$ cat src/rtl/systolic_pkg.sv
// rtl/systolic_pkg.sv - shared constants and types for the systolic array front end
//
// Purpose: lane count, default operand width, drain length and the feeder
// FSM state type used by the skew feeder and its delay lines.

package systolic_pkg;

  localparam int SA_LANES        = 5;
  localparam int SA_WIDTH        = 8;
  localparam int SA_DRAIN_CYCLES = SA_LANES - 1;

  typedef enum logic [1:0] {
    IDLE   = 2'd0,
    STREAM = 2'd1,
    DRAIN  = 2'd2
  } feeder_state_t;

endpackage

$ cat src/rtl/skew_delay_line.sv
// rtl/skew_delay_line.sv - fixed-depth data+valid register chain for one lane
//
// Purpose: delays one operand lane by DEPTH clock edges. The chain shifts on
// every edge; there is no enable because the downstream array has none.
// Ports:
//   clk        clock, rising edge
//   clear      synchronous active-high reset, empties the chain
//   in_data    operand entering stage 0
//   in_valid   marks in_data as a real operand (0 = fill)
//   out_data   operand leaving the last stage
//   out_valid  valid bit travelling with out_data

module skew_delay_line #(
  parameter int DEPTH = 1,
  parameter int WIDTH = 8
) (
  input  logic             clk,
  input  logic             clear,
  input  logic [WIDTH-1:0] in_data,
  input  logic             in_valid,
  output logic [WIDTH-1:0] out_data,
  output logic             out_valid
);

  logic [WIDTH-1:0] r_data [DEPTH];
  logic [DEPTH-1:0] r_valid;

  always_ff @(posedge clk) begin
    if (clear) begin
      for (int i = 0; i < DEPTH; i++) begin
        r_data[i]  <= '0;
        r_valid[i] <= 1'b0;
      end
    end else begin
      r_data[0]  <= in_data;
      r_valid[0] <= in_valid;
      for (int i = 1; i < DEPTH; i++) begin
        r_data[i]  <= r_data[i-1];
        r_valid[i] <= r_valid[i-1];
      end
    end
  end

  assign out_data  = r_data[DEPTH-1];
  assign out_valid = r_valid[DEPTH-1];

endmodule

$ cat src/rtl/systolic_skew_feeder.sv
// rtl/systolic_skew_feeder.sv - skews row vectors into a diagonal wavefront for the array
//
// Purpose: accepts one 5-lane vector per handshake, delays lane k by k extra
// edges, flushes the array with zero vectors after each frame and flags
// frame completion and mid-frame bubbles.
// Ports:
//   clk                  clock, rising edge
//   clear                synchronous active-high reset (shared with the array)
//   in_valid / in_ready  upstream vector handshake
//   in_data              lane k in bits [k*WIDTH +: WIDTH]
//   in_last              final vector of a frame, sampled on handshake
//   data_out1..5         skewed operands to the array
//   out_valid            bit k: data_out(k+1) carries a real operand
//   frame_done           one-cycle pulse as the last operand leaves lane 4
//   underrun             sticky flag, set by a bubble inside a frame

module systolic_skew_feeder
  import systolic_pkg::*;
#(
  parameter int WIDTH = SA_WIDTH
) (
  input  logic                      clk,
  input  logic                      clear,
  input  logic                      in_valid,
  output logic                      in_ready,
  input  logic [SA_LANES*WIDTH-1:0] in_data,
  input  logic                      in_last,
  output logic [WIDTH-1:0]          data_out1,
  output logic [WIDTH-1:0]          data_out2,
  output logic [WIDTH-1:0]          data_out3,
  output logic [WIDTH-1:0]          data_out4,
  output logic [WIDTH-1:0]          data_out5,
  output logic [SA_LANES-1:0]       out_valid,
  output logic                      frame_done,
  output logic                      underrun
);

  localparam logic [2:0] DRAIN_LAST = 3'(SA_DRAIN_CYCLES - 1);

  feeder_state_t       r_state;
  feeder_state_t       w_state_next;
  logic [2:0]          r_drain_cnt;
  logic [2:0]          w_drain_cnt_next;
  logic                w_accept;
  logic [SA_LANES-1:0] r_marker;
  logic                r_underrun;
  logic [WIDTH-1:0]    w_lane_out [SA_LANES];
  logic [SA_LANES-1:0] w_lane_valid;

  // in_ready depends only on registered state and clear, never on in_valid.
  assign in_ready = !clear && (r_state != DRAIN);
  assign w_accept = in_valid && in_ready;

  always_ff @(posedge clk) begin
    if (clear) begin
      r_state     <= IDLE;
      r_drain_cnt <= 3'd0;
    end else begin
      r_state     <= w_state_next;
      r_drain_cnt <= w_drain_cnt_next;
    end
  end

  always_comb begin
    w_state_next     = r_state;
    w_drain_cnt_next = r_drain_cnt;
    case (r_state)
      IDLE: begin
        if (w_accept) begin
          w_state_next     = in_last ? DRAIN : STREAM;
          w_drain_cnt_next = 3'd0;
        end
      end
      STREAM: begin
        if (w_accept && in_last) begin
          w_state_next     = DRAIN;
          w_drain_cnt_next = 3'd0;
        end
      end
      DRAIN: begin
        // Zero vectors are injected automatically because nothing is accepted.
        if (r_drain_cnt == DRAIN_LAST) begin
          w_state_next     = IDLE;
          w_drain_cnt_next = 3'd0;
        end else begin
          w_drain_cnt_next = r_drain_cnt + 3'd1;
        end
      end
      default: begin
        w_state_next     = IDLE;
        w_drain_cnt_next = 3'd0;
      end
    endcase
  end

  // The marker chain is as deep as lane 4, so its tail lines up with the
  // last operand of the frame leaving the final lane.
  always_ff @(posedge clk) begin
    if (clear) begin
      r_marker   <= '0;
      r_underrun <= 1'b0;
    end else begin
      r_marker <= {r_marker[SA_LANES-2:0], w_accept & in_last};
      if (r_state == STREAM && !w_accept) begin
        r_underrun <= 1'b1;
      end
    end
  end

  for (genvar g = 0; g < SA_LANES; g++) begin : g_lane
    logic [WIDTH-1:0] w_stage0;
    assign w_stage0 = w_accept ? in_data[g*WIDTH +: WIDTH] : '0;

    skew_delay_line #(
      .DEPTH (g + 1),
      .WIDTH (WIDTH)
    ) u_line (
      .clk       (clk),
      .clear     (clear),
      .in_data   (w_stage0),
      .in_valid  (w_accept),
      .out_data  (w_lane_out[g]),
      .out_valid (w_lane_valid[g])
    );
  end

  assign data_out1  = w_lane_out[0];
  assign data_out2  = w_lane_out[1];
  assign data_out3  = w_lane_out[2];
  assign data_out4  = w_lane_out[3];
  assign data_out5  = w_lane_out[4];
  assign out_valid  = w_lane_valid;
  assign frame_done = r_marker[SA_LANES-1];
  assign underrun   = r_underrun;

endmodule
$ cat config.mk
export PLATFORM = sky130hd
export DESIGN_NAME = systolic_skew_feeder
export DESIGN_NICKNAME = d
export VERILOG_FILES = /design/src/rtl/systolic_pkg.sv /design/src/rtl/skew_delay_line.sv /design/src/rtl/systolic_skew_feeder.sv
export SDC_FILE = /design/constraint.sdc
export NUM_CORES = 1
export LEC_CHECK = 0
export CORE_AREA = 4 4 99 101
export CTS_CLUSTER_SIZE = 14
export DETAILED_ROUTE_END_ITERATION = 7
export DIE_AREA = 0 0 103 105
export DONT_BUFFER_PORTS = 1
export PLACE_DENSITY = 0.66
export SYNTH_ARGS = -nofsm -noshare
export SYNTH_HDL_FRONTEND = slang
export SYNTH_HIERARCHICAL = 1
export SYNTH_SLANG_ARGS = --single-unit
$ cat constraint.sdc
create_clock -name clk -period 1.85 [get_ports clk]
set_input_delay 0.2775 -clock clk [delete_from_list [all_inputs] [get_ports clk]]
set_output_delay 0.2775 -clock clk [all_outputs]
set_load 0.03 [all_outputs]
## Word level (Yosys, flattened, before mapping)

Memory sizes are Yosys's and may differ from the RTL's.
Index checks and enable logic that the tools add are counted.

| word-level totals | value |
|---|---|
| flip-flop bits (word level) | 26 |
| memory bits (writable) | 120 |
| input port bits | 44 |
| output and inout bits | 48 |
| logic and storage cells | 80 |
| memories | 5 |

| operators by class | value |
|---|---|
| $add $sub $neg | 1 |
| equality and inequality tests | 7 |
| multiplexer cells | 33 |
| bitwise gates (word level) | 15 |
| reduce and logical (&&, ||, !) cells | 10 |

Memory list:

| name | words | width | read ports | clocked after Yosys merged registers in | write ports | RTL line | RTL |
|---|---|---|---|---|---|---|---|
| g_lane[4].u_line.r_data | 5 | 8 | 5 | 0 | 5 | skew_delay_line.sv:25 | `logic [WIDTH-1:0] r_data [DEPTH];` |
| g_lane[3].u_line.r_data | 4 | 8 | 4 | 0 | 4 | skew_delay_line.sv:25 |  |
| g_lane[2].u_line.r_data | 3 | 8 | 3 | 0 | 3 | skew_delay_line.sv:25 |  |
| g_lane[1].u_line.r_data | 2 | 8 | 2 | 0 | 2 | skew_delay_line.sv:25 |  |
| g_lane[0].u_line.r_data | 1 | 8 | 1 | 0 | 1 | skew_delay_line.sv:25 |  |

Operator list:

| kind | number |
|---|---|
| 8-bit two-way mux | 20 |
| 1-bit bitwise OR | 14 |
| 3-bit two-way mux | 3 |
| 3-bit one-hot mux with 3 select lines | 1 |
| 2-bit two-way mux | 4 |
| 8-bit OR reduction | 1 |
| 2-bit != test, second input constant | 3 |
| 2-bit one-hot mux with 3 select lines | 1 |
| 1-bit logical AND | 4 |
| 1-bit two-way mux | 4 |
| 3-bit by 1-bit adder with 3-bit output, second input constant | 1 |
| 3-bit by 2-bit equality test with 1-bit output, second input constant | 1 |
| 3-bit AND reduction | 1 |
| 2-bit by 1-bit equality test with 1-bit output, second input constant | 1 |
| 2-bit equality test, second input constant | 1 |
| 1-bit logical NOT | 2 |
| 2-bit logical NOT | 1 |
| 2-bit by 1-bit != test with 1-bit output, second input constant | 1 |
| 2-bit AND reduction | 1 |
| 1-bit bitwise AND | 1 |

## Depth between registers and ports, before layout

Gate-level depths: netlist (run 1).

| logic depth | value |
|---|---|
| depth after elaboration | 6 |
| depth in mapped cells | 5 |
| mapped depth without buffers | 4 |

## Cells and area by module

Netlist (run 1), hierarchy kept.

By module, submodules not included:

| module | times used | cells each | area each (µm²) | seq. area each (µm²) |
|---|---|---|---|---|
| skew_delay_line at g_lane[4].u_line | 1 | 102 | 1,262.5 | 900.9 |
| skew_delay_line at g_lane[3].u_line | 1 | 75 | 994.7 | 720.7 |
| skew_delay_line at g_lane[2].u_line | 1 | 64 | 809.5 | 540.5 |
| systolic_skew_feeder | 1 | 84 | 691.9 | 220.2 |
| skew_delay_line at g_lane[1].u_line | 1 | 45 | 549.3 | 360.3 |
| skew_delay_line at g_lane[0].u_line | 1 | 18 | 236.5 | 180.2 |

## Worst setup path after synthesis (run 1)

No wires, ideal clock.

| timing | value |
|---|---|
| kind | register to register |
| from | register r_state[1] |
| to | memory g_lane[2].u_line.r_data[0][0] |
| setup time | 0.116 ns |
| arrival time | 1.057 ns |
| data required time | 1.734 ns |
| slack | 0.677 ns |
| cell stages (with the launch flop) | 6 |
| path buffers | 1 |
| period minus slack after synthesis | 1.173 ns |
| path through | dfxtp_1 -> nor2b_4 -> nor3b_4 -> clkbuf_2 -> and2_1 -> and2b_2 |

RTL lines:

| element | RTL line | RTL |
|---|---|---|
| start: declaration | systolic_skew_feeder.sv:40 | `feeder_state_t r_state;` |
| start signal: assignment | systolic_skew_feeder.sv:59 | `r_state <= w_state_next;` |
| end: declaration | skew_delay_line.sv:25 |  |

## Worst setup path after layout (run 1)

| timing | value |
|---|---|
| from | register r_state[1] |
| to | register g_lane[0].u_line.r_valid |

| on the way | value |
|---|---|
| cells in the longest elaborated chain, start to end | 3 |

Ends and longest elaborated chain:

| element | RTL line | RTL |
|---|---|---|
| 2-bit != test | systolic_skew_feeder.sv:51 | `assign in_ready = !clear && (r_state != DRAIN);` |
| 1-bit logical AND | systolic_skew_feeder.sv:51 |  |
| 1-bit logical AND | systolic_skew_feeder.sv:52 | `assign w_accept = in_valid && in_ready;` |
| end signal: indexed assignment | skew_delay_line.sv:39 | `r_valid[i] <= r_valid[i-1];` |
| end: declaration | skew_delay_line.sv:26 | `logic [DEPTH-1:0] r_valid;` |

No other way between the ends.
A chain may end at the register's enable or synchronous reset.

==> results of run 1 <==
-- routing by layer --
metal,track usage [%],vias to the layer above
met4,5.00,0
met5,0,-
met1,15.5,1110
met2,23.8,61
met3,6.61,4
li1,-,1282
-- placed cells by master (no fill, tap or decap) --
cell type and instances:
sky130_fd_sc_hd__dfxtp_1 144, sky130_fd_sc_hd__nor2b_1 120, sky130_fd_sc_hd__dlygate4sd3_1 77, sky130_fd_sc_hd__and2_1 41
sky130_fd_sc_hd__clkbuf_16 16, sky130_fd_sc_hd__and2b_2 13, sky130_fd_sc_hd__and2b_1 7, sky130_fd_sc_hd__nor2_1 5
sky130_fd_sc_hd__bufinv_16 5, sky130_fd_sc_hd__clkinv_4 3, sky130_fd_sc_hd__nand2_1 2, sky130_fd_sc_hd__inv_1 2
sky130_fd_sc_hd__o2bb2ai_1 2, sky130_fd_sc_hd__clkbuf_8 2, sky130_fd_sc_hd__inv_6 2, sky130_fd_sc_hd__inv_8 2
sky130_fd_sc_hd__buf_6 2, sky130_fd_sc_hd__dfxtp_2 2, sky130_fd_sc_hd__nor2b_4 1, sky130_fd_sc_hd__nor3b_4 1
sky130_fd_sc_hd__nor3b_1 1, sky130_fd_sc_hd__a21boi_0 1, sky130_fd_sc_hd__a31o_2 1, sky130_fd_sc_hd__or3b_2 1
sky130_fd_sc_hd__nand3b_1 1, sky130_fd_sc_hd__o22ai_1 1, sky130_fd_sc_hd__a21oi_1 1, sky130_fd_sc_hd__a2111oi_0 1
sky130_fd_sc_hd__ha_1 1, sky130_fd_sc_hd__clkinvlp_4 1, sky130_fd_sc_hd__clkbuf_1 1, sky130_fd_sc_hd__buf_16 1
sky130_fd_sc_hd__buf_4 1
-- worst register-to-register path: cells and delay by family (launching register included) --
family | cells | cell delay (ps)
DFF | 1 | 340
and+or+nand+nor | 3 | 520
buffers and inverters | 2 | 810
-- kinds of logic (layout without fill, tap and decap cells) --
kind of cell,count (synthesis),count (layout),synth area share (%)
AOI/OAI and AO/OA,7,7,1.18
adders and majority gates,1,1,0.275
buffers and inverters,41,115,6.58
DFF,146,146,64.3
and+or+nand+nor,193,193,27.6
-- flip-flops by register name, indices dropped and copies added (netlist names) --
name	flops
r_drain_cnt	3
g_lane.u_line/r_data	120
r_marker	5
g_lane.u_line/r_valid	14
g_lane.u_line/out_valid	1
r_state	2
underrun	1
-- worst max path at each step --
stage | end | start | slack [ps] | cells past startpoint
final | g_lane[0].u_line/out_valid$_SDFF_PP0_ | r_state[1]$_SDFFE_PP0P_ | 130 | 5
after global routing | g_lane[1].u_line/r_valid[0]$_SDFF_PP0_ | r_state[1]$_SDFFE_PP0P_ | 8 | 5
after CTS | g_lane[0].u_line/out_valid$_SDFF_PP0_ | r_state[1]$_SDFFE_PP0P_ | 60 | 5
after detailed placement | g_lane[2].u_line/r_data[0][2]$_SDFF_PP0_ | r_state[1]$_SDFFE_PP0P_ | 470 | 5
after global placement | g_lane[3].u_line/r_data[0][7]$_SDFF_PP0_ | r_state[1]$_SDFFE_PP0P_ | 540 | 5
after floorplan | g_lane[2].u_line/r_data[0][0]$_SDFF_PP0_ | r_state[1]$_SDFFE_PP0P_ | 680 | 5
-- layout make-up --
cell class / count / area, um^2
clock buffers: 19 / 432
clock inverters: 13 / 224
fillers: 715 / 3140
inverters: 2 / 7.51
multi-input cells: 201 / 1320
flip-flops and latches: 146 / 2930
well taps: 111 / 139
repair buffers: 81 / 828
-- through the flow --
step | util [%] | total power [uW]
4_1_cts | 65.0 | 7240
2_1_floorplan | - | 3470
3_5_place_dp | 48.8 | 3440
3_3_place_gp | 48.8 | 3440
5_1_grt | 65.2 | 7410
6_report | 65.2 | 7160
-- power groups by stage --
stage / logic (uW) / registers (uW) / clock network, uW
after floorplan: 162 / 3310 / 0
after CTS: 224 / 3250 / 3770
after global placement: 115 / 3320 / 0
after global routing: 255 / 3260 / 3900
final: 229 / 3250 / 3680
after detailed placement: 120 / 3320 / 0
-- repair_timing --
item / in CTS / in global routing
endpoints found under the hold margin: 146 / 0
hold buffers: 78 / 0
gates resized for setup: 0 / 4
setup buffers: 0 / 1
setup endpoints to repair: 0 / 9
==> run metrics, run 1 <==
share of cells above drive strength 1=a little under an eighth; detailed-router iteration count before antenna repair=4; critical path class=reg -> reg; most frequent cells after synthesis=sky130_fd_sc_hd__dfxtp_1 (146), sky130_fd_sc_hd__nor2b_1 (120), sky130_fd_sc_hd__and2_1 (41); clock network power share=51.4%; R2R Path End=g_lane[0].u_line/out_valid$_SDFF_PP0_; endpoints failing hold=0; Setup TNS Final=0 ps; type of element launching the critical path=flip-flop; Largest delay share family, worst path=buffers and inverters; switching power total=around 1400 uW; buffer and inverter count on the worst path=2; largest driver fanout on the critical path=36; share of the clock period used by the worst path after layout=92.8%; Vias/cell=4.29; async set-or-reset flop fraction in the synthesized netlist=0%; Worst Hold Depth=2; top cells by area in the synthesized netlist=sky130_fd_sc_hd__dfxtp_1 (64%), sky130_fd_sc_hd__nor2b_1 (17%), sky130_fd_sc_hd__and2_1 (5.6%); setup clock skew after layout=approximately 6.2 ps; final antenna diode count=0; num ports=a little over 90; YS warnings=6; estimated wirelength of the detail-placed design=about 3.5 mm; first-pass GRT wire length=around 12 mm; Post-synth top flop=sky130_fd_sc_hd__dfxtp_1; GRT Residual Overflow=0; total nets after synthesis=about 430; net total in the final layout=between 400 and 500; post-synthesis average cell area=11.7 um^2; instance count of the mapped netlist=388; count of flip-flops with a built-in enable after synthesis=0; clock root buffer master=sky130_fd_sc_hd__clkbuf_8; setup repair after global routing missed its margin=false; clock tree from TritonCTS=yes; routed length on met3=around 460 um; sequential fraction of the synthesis area=64.3%; die height=~110 um; total DRC errors in the routed layout=0; Die ar.=0.0108 mm^2; worst-case register-to-register setup slack=130 ps; area after detailed placement=between 0.004 and 0.005 mm^2; routed wire length=between 7 and 8 mm; final instance area=0.00588 mm^2; Floorplan Core Area=approximately 0.0090 mm^2; number of violations reported at the end of detailed-routing iteration 0=68; final-layout worst hold slack=just over 30 ps; final critical-path required period=1720 ps; Finished Layout Cells=between 500 and 600; kind of path behind the tightest hold check=in -> reg; Site Rows=35; number of cells in the design after placement=between 400 and 500; GR Util All Layers=~14%; total via count after detailed routing=2457; peak per-stage delay on the critical path=around 550 ps; number of buffers added on ports=0; result of the run=finished, final reports clean; leakage power summed over all cells=around 0.0026 uW; maximum clock frequency=0.582 GHz; number of buffers between clock root and the deepest sink=2; Clock Pin Slew Worst Setup and Hold Paths=around 60 ps; setup violation total in the final timing report=0; Antenna Violating Nets Remaining=0; clock latency on the worst-skew pair=490 ps; Die Span X=around 100 um; number of H-tree levels=4; Metal-1 WL=between 2 and 3 mm; minimum setup slack after placement=between 400 and 500 ps; top layer reached by signal wires=met4; startpoint of the most critical register-to-register path=r_state[1]$_SDFFE_PP0P_; post-synthesis cell area=between 0.004 and 0.005 mm^2; area share of the largest cell type after synthesis=between 60% and 70%; Clock Sinks=about 150; length in cells of the worst reg-to-reg path=5; critical hold path startpoint=in_data[38]; cell type of the slowest stage on the worst timing path=sky130_fd_sc_hd__dlygate4sd3_1; register bit total from synthesis=roughly 150; Worst VDD drop=about 730 uV; Synth area leader=sky130_fd_sc_hd__dfxtp_1; Hold EP=g_lane[4].u_line/r_data[0][6]$_SDFF_PP0_; cells along the critical path=nor2b_4 > nor3b_4 > buf_6 > nor2b_1 > dlygate4sd3_1; Routed wire per std cell=12.4 um; arrival time worst endpoint=~2200 ps; Max-slew headroom=between 60% and 70%; Met2 Routed Length=approximately 3.8 mm; final setup slack of the worst path=133 ps; element type at the critical path end=flip-flop; number of max-cap violations=0; Max Transition Viols Final=0; switching share of power=19.8%; final weighted congestion of routability-driven global placement=a little under 0.7; share of power burned in registers=45.4%; Power Dens Cells=around 1200 mW/mm^2; data required time of the worst path=roughly 2300 ps; pin count of the biggest net entering global routing=95; via count of the first global-routing pass=2512; Int Power=roughly 5700 uW; starting utilization of the core area=between 50% and 60%; cell with the most instances after synthesis=sky130_fd_sc_hd__dfxtp_1; initial antenna violation count=0; fraction of power consumed by combinational cells=around 3.2%; total CTS buffers=17; count of different cell masters after synthesis=24; Least-Margin Pin Slew=~570 ps; Area Overhead vs Synth=29.4%
Power figures use the tool's default switching activity.
==> inputs of run 2 (changes only) <==
--- a/config.mk
+++ b/config.mk
@@ -5,12 +5,14 @@
 export SDC_FILE = /design/constraint.sdc
 export NUM_CORES = 1
 export LEC_CHECK = 0
+export CELL_PAD_IN_SITES_DETAIL_PLACEMENT = 1
+export CELL_PAD_IN_SITES_GLOBAL_PLACEMENT = 1
 export CORE_AREA = 4 4 99 101
 export CTS_CLUSTER_SIZE = 14
 export DETAILED_ROUTE_END_ITERATION = 7
 export DIE_AREA = 0 0 103 105
 export DONT_BUFFER_PORTS = 1
-export PLACE_DENSITY = 0.66
+export PLACE_DENSITY_LB_ADDON = 0.1
 export SYNTH_ARGS = -nofsm -noshare
 export SYNTH_HDL_FRONTEND = slang
 export SYNTH_HIERARCHICAL = 1
==> run 2 against run 1 <==
  * Sequential power is essentially flat
  * Global-route usage grew 3.0 points
  * Clock power shrank 17%
  * Flip-flop and latch count unchanged
  * Final area is 1.4% lower
  * Critical path depth increased by 1
  * Combinational power rose by 7%
  * Maximum frequency decreased by 4.2%
  * Clock-buffer cell count fell by 1
  * Hold slack got worse by 13 ps
  * Highest routed layer is now met5
==> run metrics, run 2 (synthesis gave the netlist of run 1 again) <==
GRT Residual Overflow=0; setup violation total in the final timing report=0; Clock Pin Slew Worst Setup and Hold Paths=approximately 70 ps; largest driver fanout on the critical path=7; Site Rows=35; critical path class=reg -> reg; Die ar.=0.0108 mm^2; element type at the critical path end=flip-flop; kind of path behind the tightest hold check=in -> reg; PnR Total Power=roughly 6600 uW; fillers=896; Least-Margin Pin Slew=roughly 580 ps; Max Transition Viols Final=0; clock tree from TritonCTS=yes; Worst VDD drop=between 700 and 800 uV; final antenna diode count=0; buffer and inverter count on the worst path=2; final setup slack of the worst path=around 57 ps; net total in the final layout=496; type of element launching the critical path=flip-flop; pin count of the biggest net entering global routing=between 90 and 100; Max-slew headroom=61.2%; setup repair after global routing missed its margin=true; most frequent cells in the layout=sky130_fd_sc_hd__dfxtp_1 (144), sky130_fd_sc_hd__nor2b_1 (119), sky130_fd_sc_hd__dlygate4sd3_1 (79); total CTS buffers=17; total DRC errors in the routed layout=0; die height=roughly 110 um; initial antenna violation count=1; Area Overhead vs Synth=27.5%; Biggest register=g_lane.u_line/r_data; arrival time worst endpoint=between 2000 and 2500 ps; Clock Sinks=about 150; result of the run=finished, final reports clean; data required time of the worst path=around 2300 ps; peak per-stage delay on the critical path=550 ps; detailed-router iteration count before antenna repair=4; clock latency on the worst-skew pair=approximately 500 ps; clock root buffer master=sky130_fd_sc_hd__clkbuf_8; endpoints failing hold=0; share of cells above drive strength 1=a little under an eighth; final weighted congestion of routability-driven global placement=~0.7; setup clock skew after layout=between 9 and 10 ps; GR Util All Layers=17.2%; Antenna Violating Nets Remaining=0; cells along the critical path=nor2b_4 > nor3b_4 > buf_6 > and2_1 > nor2b_2 > dlygate4sd3_1; cell type of the slowest stage on the worst timing path=sky130_fd_sc_hd__dlygate4sd3_1; Floorplan Core Area=0.00902 mm^2; flip-flop count of the largest register, all copies and words added=120; largest registers in the final layout=g_lane.u_line/r_data x120, g_lane.u_line/r_valid x14, r_marker x5; routed wire length=8.36 mm; Vias/cell=between 4 and 5; Routed wire per std cell=14.5 um; total via count after detailed routing=~2600; minimum setup slack after placement=467 ps; number of H-tree levels=4; Die Span X=about 100 um; number of buffers between clock root and the deepest sink=2; number of violations reported at the end of detailed-routing iteration 0=between 50 and 60; Largest delay share family, worst path=buffers and inverters; maximum clock frequency=0.558 GHz; most frequent standard cell in the layout excluding fill and tap cells=sky130_fd_sc_hd__dfxtp_1; final critical-path required period=1790 ps; leakage power summed over all cells=about 0.0025 uW; final core utilization=between 60% and 70%; combined flip-flop and latch cell area=a little under 0.003 mm^2; area used by multi-input combinational logic=0.00133 mm^2; estimated wirelength of the detail-placed design=3.91 mm; Power Dens Cells=between 1000 and 1500 mW/mm^2; number of buffers added on ports=0; share of the clock period used by the worst path after layout=between 90 and 100%; Setup TNS Final=0 ps; first-pass GRT wire length=between 10 and 15 mm; starting utilization of the core area=around half; number of max-cap violations=0; final-layout worst hold slack=around 18 ps; via count of the first global-routing pass=about 2900; num ports=92
==> run 2: changes by cell type in the layout (fill, tap and decap cells not counted), sizes merged <==
cell and change:
bufinv -5, clkinv -2, clkinvlp +5, inv +3
clkbuf -1, dlygate4sd3 +2
==> run 2: report_power, final <==
part           internal [uW]  leakage (uW)  total [uW]  switching, uW
logic                    146       0.00106         244           97.2
registers               3210       0.00118        3260           50.8
clock network           1690      0.000247        3060           1370
total                   5040       0.00249        6560           1520
==> run 2: worst register-to-register path, delay by kind of cell (launching register included) <==
family | cells | cell delay (ps)
and+or+nand+nor | 4 | 680
DFF | 1 | 340
buffers and inverters | 2 | 710
==> run 2: path summary, 6_finish.rpt <==
path,end,cells past startpoint,slack (ps),start
hold reg to reg,g_lane[4].u_line/r_data[0][23]$_SDFF_PP0_,1,430,g_lane[4].u_line/r_data[0][15]$_SDFF_PP0_
setup / recovery,g_lane[4].u_line/r_data[0][0]$_SDFF_PP0_,6,60,r_state[1]$_SDFFE_PP0P_
setup reg to reg,g_lane[4].u_line/r_data[0][0]$_SDFF_PP0_,6,60,r_state[1]$_SDFFE_PP0P_
hold / removal,g_lane[4].u_line/r_data[0][2]$_SDFF_PP0_,2,20,in_data[34]
==> run 2: cell type report <==
cell class | instances | area share (%)
sequential | 146 | 50.5
multi-input combinational | 201 | 22.9
timing repair buffer | 83 | 14.8
clock buffer | 18 | 7.21
tap | 111 | 2.40
clock inverter | 14 | 2.12
inverter | 2 | 0.130
==> run 2: metrics by stage <==
stage / instances / area [um^2]
global placement: 462 / 4410
detailed placement: 462 / 4410
finish: 575 / 5790
floorplan: 388 / 4540
global route: 575 / 5790
CTS: 574 / 5770
==> run 2: metal layers <==
layer	routed length [um]	part of all wire, %	global-route usage (%)
met1	3110	37	17.1
met2	4560	55	31.0
met3	556	6.6	8.48
met4	128	1.5	5.09
met5	13	0.16	0
==> run 2: what timing repair did <==
| item | CTS | global route |
|---|---|---|
| endpoints found under the hold margin | 146 | 0 |
| setup buffers | 0 | 1 |
| gates resized for setup | 0 | 7 |
| endpoints found under the setup margin | 0 | 7 |
| hold buffers | 80 | 0 |
